File: config.mk
export PLATFORM = sky130hd
export DESIGN_NAME = rename_free_queue
export DESIGN_NICKNAME = d
export VERILOG_FILES = /design/src/rtl/rename_pkg.sv /design/src/rtl/rename_wb_match.sv /design/src/rtl/rename_free_queue.sv
export SDC_FILE = /design/constraint.sdc
export NUM_CORES = 1
export LEC_CHECK = 0
export BUFFER_PORTS_ARGS = -buffer_cell sky130_fd_sc_hd__buf_4
export CAP_MARGIN = 20
export CORE_MARGIN = 2
export CORE_UTILIZATION = 40
export CTS_BUF_LIST = sky130_fd_sc_hd__clkbuf_16
export DETAILED_ROUTE_END_ITERATION = 10
export GPL_TIMING_DRIVEN = 0
export PLACE_DENSITY_LB_ADDON = 0.1
export SYNTH_ARGS = -nofsm -noshare
export SYNTH_HDL_FRONTEND = slang
export SYNTH_HIERARCHICAL = 1
export SYNTH_SLANG_ARGS = --single-unit
File: constraint.sdc
create_clock -name CLK -period 5.2 [get_ports CLK]
set_clock_uncertainty 0.2 [all_clocks]
set_input_delay 0.52 -clock CLK [delete_from_list [all_inputs] [get_ports CLK]]
set_output_delay 0.52 -clock CLK [all_outputs]
set_load 0.05 [all_outputs]
File: src/rtl/rename_pkg.sv
// Constants and types shared by the rename register file and the rename free queue:
// default physical-name width, queue depth/pointer width, the entry record and queue-op codes.
package rename_pkg;

    localparam int NAME_WIDTH = 1;
    localparam int DEPTH      = 4;
    localparam int PTR_WIDTH  = 2;

    typedef struct packed {
        logic [NAME_WIDTH-1:0] name;
        logic                  done;
    } rename_entry_t;

    // Bit 1 = commit accepted, bit 0 = enqueue accepted.
    typedef enum logic [1:0] {
        Q_IDLE   = 2'b00,
        Q_ENQ    = 2'b01,
        Q_COMMIT = 2'b10,
        Q_BOTH   = 2'b11
    } q_op_e;

endpackage

File: src/rtl/rename_wb_match.sv
// Compares a writeback name against every queue entry; a hit needs the strobe and a valid entry.
module rename_wb_match #(
    parameter int name_width = 1,
    parameter int depth      = 4
) (
    input  logic [name_width-1:0]            wb_name,
    input  logic                             wb_e,
    input  logic [depth-1:0]                 valid,
    input  logic [depth-1:0][name_width-1:0] names,
    output logic [depth-1:0]                 hit
);

    genvar gi;
    generate
        for (gi = 0; gi < depth; gi++) begin : g_cmp
            assign hit[gi] = wb_e && valid[gi] && (names[gi] == wb_name);
        end
    endgenerate

endmodule

File: src/rtl/rename_free_queue.sv
// In-order commit queue behind the rename file: tracks allocated names, marks them done on
// writeback and frees them in order. Define RENAME_FREE_QUEUE_AUTO_EN to commit without COMMIT_E.
module rename_free_queue
    import rename_pkg::*;
#(
    parameter int name_width = NAME_WIDTH,
    parameter int depth      = DEPTH,
    parameter int ptr_width  = PTR_WIDTH
) (
    input  logic                  CLK,
    input  logic                  RST,
    input  logic [name_width-1:0] ENQ_NAME,
    input  logic                  ENQ_E,
    output logic                  ENQ_READY,
    input  logic [name_width-1:0] WB_NAME,
    input  logic                  WB_E,
    input  logic                  COMMIT_E,
    output logic                  COMMIT_READY,
    output logic [name_width-1:0] NAME_F,
    output logic                  FE,
    output logic [ptr_width:0]    COUNT
);

    localparam logic [ptr_width:0]   FULL_COUNT = (ptr_width+1)'(depth);
    localparam logic [ptr_width:0]   COUNT_ONE  = (ptr_width+1)'(1);
    localparam logic [ptr_width-1:0] PTR_ONE    = ptr_width'(1);

    typedef struct packed {
        logic [name_width-1:0] name;
        logic                  done;
    } entry_t;

    entry_t [depth-1:0]               entry_reg;
    logic   [depth-1:0]               valid_reg;
    logic   [ptr_width-1:0]           head_reg;
    logic   [ptr_width-1:0]           tail_reg;
    logic   [ptr_width:0]             count_reg;
    logic                             fe_reg;
    logic   [name_width-1:0]          name_f_reg;

    logic   [depth-1:0][name_width-1:0] entry_names;
    logic   [depth-1:0]               wb_hit;
    logic                             enq_fire;
    logic                             commit_req;
    logic                             commit_fire;
    logic                             enq_wb_same;
    q_op_e                            q_op;

    assign ENQ_READY    = (count_reg < FULL_COUNT);
    assign COMMIT_READY = valid_reg[head_reg] && entry_reg[head_reg].done;

`ifdef RENAME_FREE_QUEUE_AUTO_EN
    assign commit_req = 1'b1;
`else
    assign commit_req = COMMIT_E;
`endif

    assign enq_fire    = ENQ_E && ENQ_READY;
    assign commit_fire = commit_req && COMMIT_READY;
    // A name written back while it is being enqueued must not lose its done bit.
    assign enq_wb_same = WB_E && (WB_NAME == ENQ_NAME);
    assign q_op        = q_op_e'({commit_fire, enq_fire});

    rename_wb_match #(
        .name_width (name_width),
        .depth      (depth)
    ) u_wb_match (
        .wb_name (WB_NAME),
        .wb_e    (WB_E),
        .valid   (valid_reg),
        .names   (entry_names),
        .hit     (wb_hit)
    );

    // When not full, tail never aliases a valid head, so enqueue and commit never share a slot.
    genvar gi;
    generate
        for (gi = 0; gi < depth; gi++) begin : g_entry
            localparam logic [ptr_width-1:0] IDX = ptr_width'(gi);

            assign entry_names[gi] = entry_reg[gi].name;

            always_ff @(posedge CLK) begin
                if (RST) begin
                    valid_reg[gi] <= 1'b0;
                    entry_reg[gi] <= '0;
                end else if (enq_fire && (tail_reg == IDX)) begin
                    valid_reg[gi]      <= 1'b1;
                    entry_reg[gi].name <= ENQ_NAME;
                    entry_reg[gi].done <= enq_wb_same;
                end else begin
                    if (commit_fire && (head_reg == IDX)) begin
                        valid_reg[gi] <= 1'b0;
                    end
                    if (wb_hit[gi]) begin
                        entry_reg[gi].done <= 1'b1;
                    end
                end
            end
        end
    endgenerate

    always_ff @(posedge CLK) begin
        if (RST) begin
            head_reg  <= '0;
            tail_reg  <= '0;
            count_reg <= '0;
        end else begin
            if (enq_fire) begin
                tail_reg <= tail_reg + PTR_ONE;
            end
            if (commit_fire) begin
                head_reg <= head_reg + PTR_ONE;
            end
            case (q_op)
                Q_ENQ:    count_reg <= count_reg + COUNT_ONE;
                Q_COMMIT: count_reg <= count_reg - COUNT_ONE;
                default:  count_reg <= count_reg;
            endcase
        end
    end

    always_ff @(posedge CLK) begin
        if (RST) begin
            fe_reg     <= 1'b0;
            name_f_reg <= '0;
        end else begin
            fe_reg <= commit_fire;
            if (commit_fire) begin
                name_f_reg <= entry_reg[head_reg].name;
            end
        end
    end

    assign FE     = fe_reg;
    assign NAME_F = name_f_reg;
    assign COUNT  = count_reg;

`ifndef SYNTHESIS
    always_ff @(posedge CLK) begin
        if (!RST && ENQ_E && !ENQ_READY) begin
            $display("rename_free_queue: ENQ_E while full ignored at %0t", $time);
        end
    end
`endif

endmodule

After elaboration in Yosys (flattened, before gate mapping). Index checks and enable logic that the tools add are counted.

Logic and storage cells: 88. Register bits: 21. Input bits: 7.

Muxes and demuxes: 21. Magnitude comparators: 2. Eq/ne operators: 13. Reduce and logical (&&, ||, !) cells: 31. Add/subtract/negate cells: 4.

Operator list (number): $logic_and A1 B1 Y1 (20); $reduce_bool A2 Y1 (9); $mux W1 (17); $eq A2 B2 Y1 const B (5); $eq A2 B1 Y1 const B (3); $pmux W3 S2 (1); $eq A1 B1 Y1 (5); $add A2 B1 Y2 const B (2); $bmux W2 S2 (1); $logic_not A2 Y1 (2); $add A3 B1 Y3 const B (1); $lt A2 B3 Y1 const B (1); $lt A3 B3 Y1 const B (1); $sub A3 B1 Y3 const B (1); $bmux W1 S2 (1); $mux W2 (1).

Depth between registers and ports, before layout. Gate-level depths: netlist of the first run.

Depth in word-level cells: 7. Mapped depth: 10.

By module. The synthesis of the first run kept the hierarchy.

Modules (own cells, without submodules): rename_free_queue (instances 1, area each 1014.7 um2, sequential area each 420.4 um2, cells each 121); rename_wb_match (instances 1, area each 71.3 um2, sequential area each 0.0 um2, cells each 9).

Worst setup path before layout of the first run. Ideal clock, no wire load.

Path kind: reg-to-reg. From: register count_reg[2] (netlist: COUNT[2]). To: register count_reg[2] (netlist: COUNT[2]). Stages on the path, launching flop included: 11. Required time: 4.930 ns. Path slack: 2.601 ns. Data arrival time: 2.329 ns. Path buffers: 2. Clock period less this slack: 2.599 ns. Cells stage by stage: dfxtp_1 nor2b_1 clkbuf_1 clkbuf_1 inv_1 ha_1 inv_1 fa_1 xor2_1 or3_1 a21oi_1.

Word-level cells in the longest chain between the ends: 4.

RTL lines: start, declared (RTL line rename_free_queue.sv:37) `logic [ptr_width:0] count_reg;`; start signal, assigned (RTL line rename_free_queue.sv:116) `Q_ENQ: count_reg <= count_reg + COUNT_ONE;`; start signal, assigned (RTL line rename_free_queue.sv:117) `Q_COMMIT: count_reg <= count_reg - COUNT_ONE;`; start signal, assigned (RTL line rename_free_queue.sv:118) `default: count_reg <= count_reg;`; $lt A3 B3 Y1 (RTL line rename_free_queue.sv:49) `assign ENQ_READY = (count_reg < FULL_COUNT);`; $logic_and A1 B1 Y1 (RTL line rename_free_queue.sv:58) `assign enq_fire = ENQ_E && ENQ_READY;`; $eq A2 B2 Y1 / $eq A2 B1 Y1 (equally long branches) (RTL line rename_free_queue.sv:115) `case (q_op)`; $pmux W3 S2 / $reduce_bool A2 Y1 (equally long branches).

Several ways; a longest one is shown, not always the timed one. A chain may end at the register's enable or synchronous reset.

Final worst setup path of the first run.
From: register head_reg[1]. To: register count_reg[2] (netlist: COUNT[2]).

Word-level cells in the longest chain between the ends: 6.

RTL lines: start, declared (RTL line rename_free_queue.sv:35) `logic [ptr_width-1:0] head_reg;`; start signal, assigned (RTL line rename_free_queue.sv:113) `head_reg <= head_reg + PTR_ONE;`; $bmux W1 S2 / $bmux W2 S2 (equally long branches) (RTL line rename_free_queue.sv:50) `assign COMMIT_READY = valid_reg[head_reg] && entry_reg[head_reg].done;`; $mux W1 (not written as such) / $mux W2 (equally long branches); $logic_and A1 B1 Y1 (*) (RTL line rename_free_queue.sv:50); $logic_and A1 B1 Y1 (*) (RTL line rename_free_queue.sv:59) `assign commit_fire = commit_req && COMMIT_READY;`; via commit_fire (RTL line rename_free_queue.sv:45) `logic commit_fire;`; $eq A2 B2 Y1 / $eq A2 B1 Y1 (equally long branches) (RTL line rename_free_queue.sv:115); $pmux W3 S2 / $reduce_bool A2 Y1 (equally long branches).

Mark *: on every way through the listed nets, which the timed path passes. The rest lies on a longest branch. The select of a mux whose other input is x is not followed.

==> results of run 1 <==
## report_power, final
part / leakage, nW / internal [mW] / switching, mW
Sequential: 0.171 / 0.170 / 0.00653
Clock: 0.0423 / 0.102 / 0.0582
Combinational: 0.305 / 0.0226 / 0.0350
Total: 0.518 / 0.295 / 0.0998
## cells in the mapped netlist
library cell  count  area [um2]
dfxtp_1          21         420
a21oi_1          18        90.1
nand2_1          16        60.1
o21ai_0          12        60.1
nand3_1          11        55.1
ha_1              9         113
inv_1             9        33.8
nor2_1            7        26.3
xnor2_1           6        52.6
and3_1            4        25.0
clkbuf_1          4        15.0
xor2_1            2        17.5
and2_1            1        6.26
buf_2             1        5.00
buf_6             1        11.3
clkinv_2          1        5.00
fa_1              1        20.0
inv_2             1        3.75
mux4_1            1        26.3
mux4_2            1        22.5
nor2b_1           1        6.26
nor3_1            1        5.00
or3_1             1        6.26
## layout make-up
type	count	area [um2]	area share
plain buffers	6	31.3	0.0242
clock buffers	3	75.1	0.0581
clock inverters	1	3.75	0.00290
inverters	11	42.5	0.0329
multi-input cells	92	592	0.458
flip-flops and latches	21	420	0.325
well taps	30	37.5	0.0290
repair buffers	12	90.1	0.0697
## worst min path at each step
stage                     slack [ps]      startpoint              to
after global routing             250             RST              FE
after global placement           270          NAME_F          NAME_F
final                            240             RST              FE
after CTS                        240             RST              FE
after detailed placement         280  entry_names[3]  entry_names[3]
after floorplan                  260  entry_names[0]  entry_names[0]
## stage by stage
stage          power (mW)  utilization  hold slack, ps  cells
2_1_floorplan       0.220            -             257    130
6_report            0.394        0.512             245    176
5_1_grt             0.409        0.512             250    176
3_5_place_dp        0.237        0.481             279    172
4_1_cts             0.397        0.512             243    176
3_3_place_gp        0.236        0.481             266    172
## cell families (layout without fill, tap and decap cells)
family          after synthesis  after routing  share of synthesized area
simple gates                 42             42                      0.175
compound gates               30             30                      0.138
flops                        21             21                      0.387
buf+inv                      17             33                     0.0680
fa+ha+maj                    10             10                      0.122
xor+xnor                      8              8                     0.0645
mux                           2              2                     0.0449
## worst reg2reg max path, stage by stage, from the launching register on
cell and delay [ps]:
dfxtp_1 370, inv_2 110, mux4_2 620, nor2_1 160
ha_1 200, inv_1 60, fa_1 380, xor2_1 160
or3_1 300, a21oi_1 140
## routing by layer
metal | global-route usage | routed length (um) | vias to the layer above
li1 | - | - | 465
met1 | 0.198 | 1110 | 410
met2 | 0.220 | 966 | 12
met3 | 0.0302 | 66 | 4
met4 | 0.0714 | 39 | 0
met5 | 0 | 0 | -
==> flow_summary.ini, run 1 <==
[sta]
worst-slew-pin-transition_ps = 478
max-slew-margin-rel = 0.681
maxClockFrequency_mhz = 361
finalSetupViolations = 0
min_period_ps = 2770
finalHoldViolCount = 0
fin_tns_setup_ps = 0
timing.final.crit_share = 0.532
slew_violations = 0
setup_slack_ps = 2430
setup_repair_after_global_routing_missed_its_margin = false

[cells_and_area]
layout.cells.most_common_list = 21 x dfxtp_1, 18 x a21oi_1, 16 x nand2_1, 12 x o21ai_0, 12 x buf_4
design_area_um2 = 1290
mostFrequentLayoutCell = dfxtp_1
fillCellCount = 252
design.final.nets = 164
antennaDiodeCount = 0
area.growth.synth_to_final_pct = 19.0
fraction_of_final_layout_cells_with_drive_strength_greater_than_1 = 0.137

[floorplanning]
initial_core_util = 0.431
die_area_um2 = 3150
floorplan.core_area_um2 = 2520
die_y_um = 56.1
chipWidth_um = 56.1
row_count = 18
boundaryPins = 14

[clock_tree]
buffer_depth_of_the_longest_clock_path = 2
cts-hold-fix-buffers = 0
clock_tree_from_tritoncts = built
insertion_delay_ps = 250
post_cts.repair.setup_buffers = 0
cts_htree_levels = 1
numCtsBuffers = 3
worst_setup_hold_path_clk_slew_ps = 60
cts.root.buffer_cell = clkbuf_16
cts_resized = 0
cts_num_sinks = 21

[logic_synthesis]
synth-warning-count = 6
sequential_cell_area_fraction_in_the_yosys_report = 0.387
post_synth_num_cell_types = 23
syn-instance-count = 130
synth.cell_area_um2 = 1090
mappedNetlistNets = 147
postSynthRegisterBits = 21
synth_area_per_cell_um2 = 8.35

[detailed_routing]
totalWireLength_um = 2190
drt_iter0_drc = 15
num_vias = 891
vias_per_cell = 5.06
drc = 0
drtPass1Iterations = 4
routed_wire_length_per_instance_um = 12.4
postRouteAntennaNets = 0

[critical_path]
ff2ff_setup_slack_ps = 2430
critical-path-top-delay-family = multiplexers
critical_path_buf_inv_count = 2
arrival_ps = 2750
setup.worst_path.end = COUNT[2]
timing.reg2reg.worst_path_depth = 9
critical_path.startpoint_type = flop
kind_of_critical_path = flop to flop
path_depth = 9
capture_instance_of_the_worst_register_to_register_path = COUNT[2]
setup.worst_path.start = head_reg[1]
path_max_fanout = 10
worst_setup_end_kind = flop
cp_cell_sequence = inv_2 -> mux4_2 -> nor2_1 -> ha_1 -> inv_1 -> fa_1 -> xor2_1 -> or3_1 -> a21oi_1
crit_slowest_cell = mux4_2
cp.required_ps = 5180
crit_reg_reg_startpoint = head_reg[1]
worst_path_largest_cell_delay_ps = 620

[place]
place.detailed.hpwl_um = 1650
place_area_um2 = 1210
preCtsSetupSlack_ps = 2460
placement.io_buffers = 12
place.gp.congestion = 0.727

[global_route]
grt_max_degree = 12
grt-ovfl-total = 0
grt_usage = 0.146
number_of_antenna_violations_at_the_first_check_in_global_routing = 0
first_global_vias = 816
grt_pass1_wl_um = 3620

[power_and_ir_drop]
ir_drop_uv = 218
power.leakage_nw = 0.518
cellPowerDensity_nw_per_um2 = 305

[outcome]
status = finished clean

[job]
drv.max_cap_violation_count = 0

[min_path]
hp-class = primary input to flop
min_path_cells = 2
No activity file was read; power rests on OpenSTA's default activity.
==> run 2, diff against run 1 <==
clock period = 2.8 ns   (was 5.2 ns; I/O delays follow)
==> run 2 against run 1 <==
Power grew 86%. Via count increased by 1.3%. Hold slack got worse by 240 ps. Critical path depth stayed put. Sequential cell count unchanged. Combinational power rose by 89%. Clock power is 84% higher. Critical endpoint unchanged.
==> flow_summary.ini, run 2 (same netlist as run 1, synthesis figures left out) <==
[floorplanning]
die_y_um = 56.1
boundaryPins = 14
floorplan.core_area_um2 = 2520
initial_core_util = 0.431
die_area_um2 = 3150
row_count = 18
chipWidth_um = 56.1

[detailed_routing]
routed_wire_length_per_instance_um = 12.3
postRouteAntennaNets = 0
drc = 0
drt_iter0_drc = 20
drtPass1Iterations = 4
vias_per_cell = 5.04
totalWireLength_um = 2210
num_vias = 903

[cells_and_area]
ff_latch_area_um2 = 422
mostFrequentLayoutCell = dfxtp_1
fillCellCount = 251
antennaDiodeCount = 0
layout.cells.most_common_list = 20 x dfxtp_1, 18 x a21oi_1, 16 x nand2_1, 15 x buf_4, 12 x o21ai_0
area.growth.synth_to_final_pct = 21.7
design.final.nets = 167
multi_input_comb_area_um2 = 597
fraction_of_final_layout_cells_with_drive_strength_greater_than_1 = 0.174

[power_and_ir_drop]
power.switching_mw = 0.185
share_clk_of_total_power = 0.405
ir_drop_uv = 406
power_frac_comb = 0.149
p_sw_frac = 0.252
sequentialPowerShare = 0.446
power.total_mw = 0.734
internal-power_mw = 0.549
power.leakage_nw = 0.529
cellPowerDensity_nw_per_um2 = 555

[sta]
max-slew-margin-rel = 0.681
min_period_ps = 2660
slew_violations = 0
fin_tns_setup_ps = 0
maxClockFrequency_mhz = 376
finalSetupViolations = 0
worst-slew-pin-transition_ps = 478
finalHoldViolCount = 0
timing.final.crit_share = 0.950
fin_worst_hold_slack_ps = 5.97
setup_slack_ps = 140

[clock_tree]
insertion_delay_ps = 250
clock_tree_from_tritoncts = built
cts_htree_levels = 1
cts_num_sinks = 21
buffer_depth_of_the_longest_clock_path = 2
cts-hold-fix-buffers = 0
numCtsBuffers = 3
cts.root.buffer_cell = clkbuf_16
worst_setup_hold_path_clk_slew_ps = 60

[global_route]
grt-ovfl-total = 0
number_of_antenna_violations_at_the_first_check_in_global_routing = 0
grt_max_degree = 12
grt_pass1_wl_um = 3620
grt_usage = 0.146
first_global_vias = 816

[place]
place.detailed.hpwl_um = 1650
place.gp.congestion = 0.727
placement.io_buffers = 12
preCtsSetupSlack_ps = 72.0

[critical_path]
crit_slowest_cell = mux4_2
setup.worst_path.start = head_reg[1]
cp_cell_sequence = inv_2 -> mux4_2 -> nor2_2 -> ha_2 -> inv_1 -> fa_1 -> xor2_1 -> or3_1 -> a21oi_1
path_max_fanout = 8
critical_path.startpoint_type = flop
cp.required_ps = 2780
crit_reg_reg_startpoint = head_reg[1]
worst_setup_end_kind = flop
worst_path_largest_cell_delay_ps = 600
kind_of_critical_path = flop to flop
arrival_ps = 2640

[job]
drv.max_cap_violation_count = 0

[min_path]
hold_path_startpoint = RST
hp-class = primary input to flop

[outcome]
status = finished clean
run 2: cell types whose count changed in the layout (fill, tap and decap cells not counted), sizes merged:
cell,delta
buf,+3
run 2: power groups by stage:
| stage | clock [mW] | combinational [mW] | sequential (mW) |
|---|---|---|---|
| floorplan | 0 | 0.0649 | 0.344 |
| global placement | 0 | 0.106 | 0.333 |
| detailed placement | 0 | 0.107 | 0.334 |
| CTS | 0.302 | 0.108 | 0.327 |
| global route | 0.311 | 0.122 | 0.329 |
| finish | 0.297 | 0.109 | 0.327 |
run 2: path summary, 6_finish.rpt:
kind,to,depth (start not counted),slack (ps)
max,COUNT[2],9,140
min,FE,2,6
max reg2reg,COUNT[2],9,140
min reg2reg,entry_names[0],2,290
run 2: per-stage QoR:
step           instance area [um2]  instances   util
6_report                      1320        179  0.524
3_5_place_dp                  1210        172  0.481
4_1_cts                       1290        176  0.512
2_1_floorplan                 1090        130      -
3_3_place_gp                  1210        172  0.481
5_1_grt                       1320        179  0.524
run 2: layer usage:
metal,vias up,track usage,share of wire
met3,4,0.0302,0.030
li1,471,-,-
met2,12,0.220,0.44
met5,-,0,0
met4,0,0.0714,0.018
met1,416,0.198,0.51
run 2: repair_timing:
action / CTS / global route
endpoints found under the setup margin: 0 / 1
setup buffers: 0 / 3
gates resized for setup: 0 / 3
run 2: cell type report:
class / count / area share
plain buffers: 6 / 0.0237
clock buffers: 3 / 0.0568
clock inverters: 1 / 0.00284
inverters: 11 / 0.0322
multi-input cells: 92 / 0.452
flip-flops and latches: 21 / 0.319
well taps: 30 / 0.0284
repair buffers: 15 / 0.0852
run 2: critical path: cells and delay by family (launching register included):
| family | cells | cell delay [ps] |
|---|---|---|
| and+or+nand+nor | 2 | 440 |
| buffers and inverters | 2 | 140 |
| AOI/OAI and AO/OA | 1 | 140 |
| muxes | 1 | 600 |
| xor gates and xnor gates | 1 | 150 |
| DFF | 1 | 350 |
| adders and majority gates | 2 | 560 |
==> run 3, diff against run 2 <==
PLACE_DENSITY_LB_ADDON = default   (was 0.1)
==> run 3 against run 2 <==
Non-clock buffer count unchanged. Global-route usage decreased by 0.36 points. Highest routed layer unchanged. Largest cell class unchanged. Register-to-register slack got worse by 20 ps. Critical path depth unchanged. Maximum frequency decreased by 0.70%.
==> flow_summary.ini, run 3 (same netlist as run 1, synthesis figures left out) <==
[global_route]
grt_pass1_wl_um = 3590
first_global_vias = 794
grt_max_degree = 12
grt_usage = 0.143
grt-ovfl-total = 0
number_of_antenna_violations_at_the_first_check_in_global_routing = 0

[power_and_ir_drop]
power.total_mw = 0.732
cellPowerDensity_nw_per_um2 = 554
ir_drop_uv = 507
share_clk_of_total_power = 0.402
power.switching_mw = 0.183
internal-power_mw = 0.549
power_frac_comb = 0.151
sequentialPowerShare = 0.447
power.leakage_nw = 0.530
p_sw_frac = 0.250

[floorplanning]
initial_core_util = 0.431
chipWidth_um = 56.1
die_area_um2 = 3150
row_count = 18
die_y_um = 56.1
floorplan.core_area_um2 = 2520
boundaryPins = 14

[critical_path]
path_max_fanout = 6
crit_reg_reg_startpoint = head_reg[1]
cp.required_ps = 2780
kind_of_critical_path = flop to flop
arrival_ps = 2660
setup.worst_path.start = head_reg[1]
worst_setup_end_kind = flop
critical_path.startpoint_type = flop

[sta]
setup_repair_after_global_routing_missed_its_margin = false
fin_tns_setup_ps = 0
finalSetupViolations = 0
timing.final.crit_share = 0.957
slew_violations = 0
max-slew-margin-rel = 0.671
min_period_ps = 2680
finalHoldViolCount = 0
setup_slack_ps = 121
worst-slew-pin-transition_ps = 493
maxClockFrequency_mhz = 373

[cells_and_area]
layout.cells.most_common_list = 21 x dfxtp_1, 18 x a21oi_1, 16 x nand2_1, 14 x buf_4, 12 x o21ai_0
fin_cells = 179
fillCellCount = 250
fraction_of_final_layout_cells_with_drive_strength_greater_than_1 = 0.154
ff_latch_area_um2 = 420
design.final.nets = 167
antennaDiodeCount = 0
mostFrequentLayoutCell = dfxtp_1
multi_input_comb_area_um2 = 594
area.growth.synth_to_final_pct = 21.5

[clock_tree]
cts.root.buffer_cell = clkbuf_16
insertion_delay_ps = 250
clock_tree_from_tritoncts = built
cts_htree_levels = 1
numCtsBuffers = 3
buffer_depth_of_the_longest_clock_path = 2
cts_num_sinks = 21
worst_setup_hold_path_clk_slew_ps = 60

[place]
preCtsSetupSlack_ps = 60.6
place.detailed.instances = 172
place.gp.congestion = 0.768
placement.io_buffers = 12
place.detailed.hpwl_um = 1620

[detailed_routing]
routed_wire_length_per_instance_um = 12.0
drc = 0
drtPass1Iterations = 4
totalWireLength_um = 2160
num_vias = 901
drt_iter0_drc = 22
postRouteAntennaNets = 0
vias_per_cell = 5.03

[min_path]
hp-class = primary input to flop
hold_path_startpoint = ENQ_NAME

[job]
drv.max_cap_violation_count = 0

[outcome]
status = finished clean
run 3: changes by cell type in the layout (fill, tap and decap cells not counted), sizes merged:
cell         before  now
buf              17   16
dlygate4sd3       0    1
run 3: stage by stage:
stage	util	hold WS (ps)	area, um2
floorplan	-	157	1090
global placement	0.481	260	1210
detailed placement	0.481	263	1210
CTS	0.516	119	1300
global route	0.523	131	1320
finish	0.523	124	1320
run 3: routing by layer:
| layer | global-route usage | part of all wire |
|---|---|---|
| met1 | 0.183 | 0.48 |
| met2 | 0.237 | 0.48 |
| met3 | 0.0419 | 0.029 |
| met4 | 0.0306 | 0.014 |
| met5 | 0 | 0 |
run 3: repair_timing:
item,CTS,global route
endpoints found under the setup margin,0,1
gates resized for setup,0,1
hold buffers,1,0
hold endpoints to repair,1,0
buffers inserted,0,2
run 3: final cells by class:
type,count,area share
Sequential cell,21,0.318
Timing Repair Buffer,15,0.0872
Clock buffer,3,0.0569
Clock inverter,1,0.00284
Buffer,6,0.0237
Multi-Input combinational cell,92,0.450
Inverter,11,0.0322
Tap cell,30,0.0284
run 3: final timing paths:
| kind | endpoint | slack [ps] | depth (start not counted) |
|---|---|---|---|
| setup reg to reg | COUNT[2] | 120 | 9 |
| setup / recovery | COUNT[2] | 120 | 9 |
| hold / removal | entry_names[2] | 120 | 3 |
| hold reg to reg | NAME_F | 290 | 2 |
run 3: critical path, stage by stage, from the launching register on:
cell and delay [ps]:
dfxtp_1 370, inv_2 100, mux4_2 580, nor2_2 130, ha_1 190, inv_1 60, fa_1 380, xor2_1 150
or3_1 300, a21oi_1 130
run 3: power by group through the flow:
stage                     Sequential [mW]  Combinational [mW]  Clock, mW
after global routing                0.329               0.123      0.316
final                               0.327               0.110      0.295
after global placement              0.333               0.105          0
after detailed placement            0.334               0.108          0
after CTS                           0.327               0.109      0.303
after floorplan                     0.344              0.0649          0
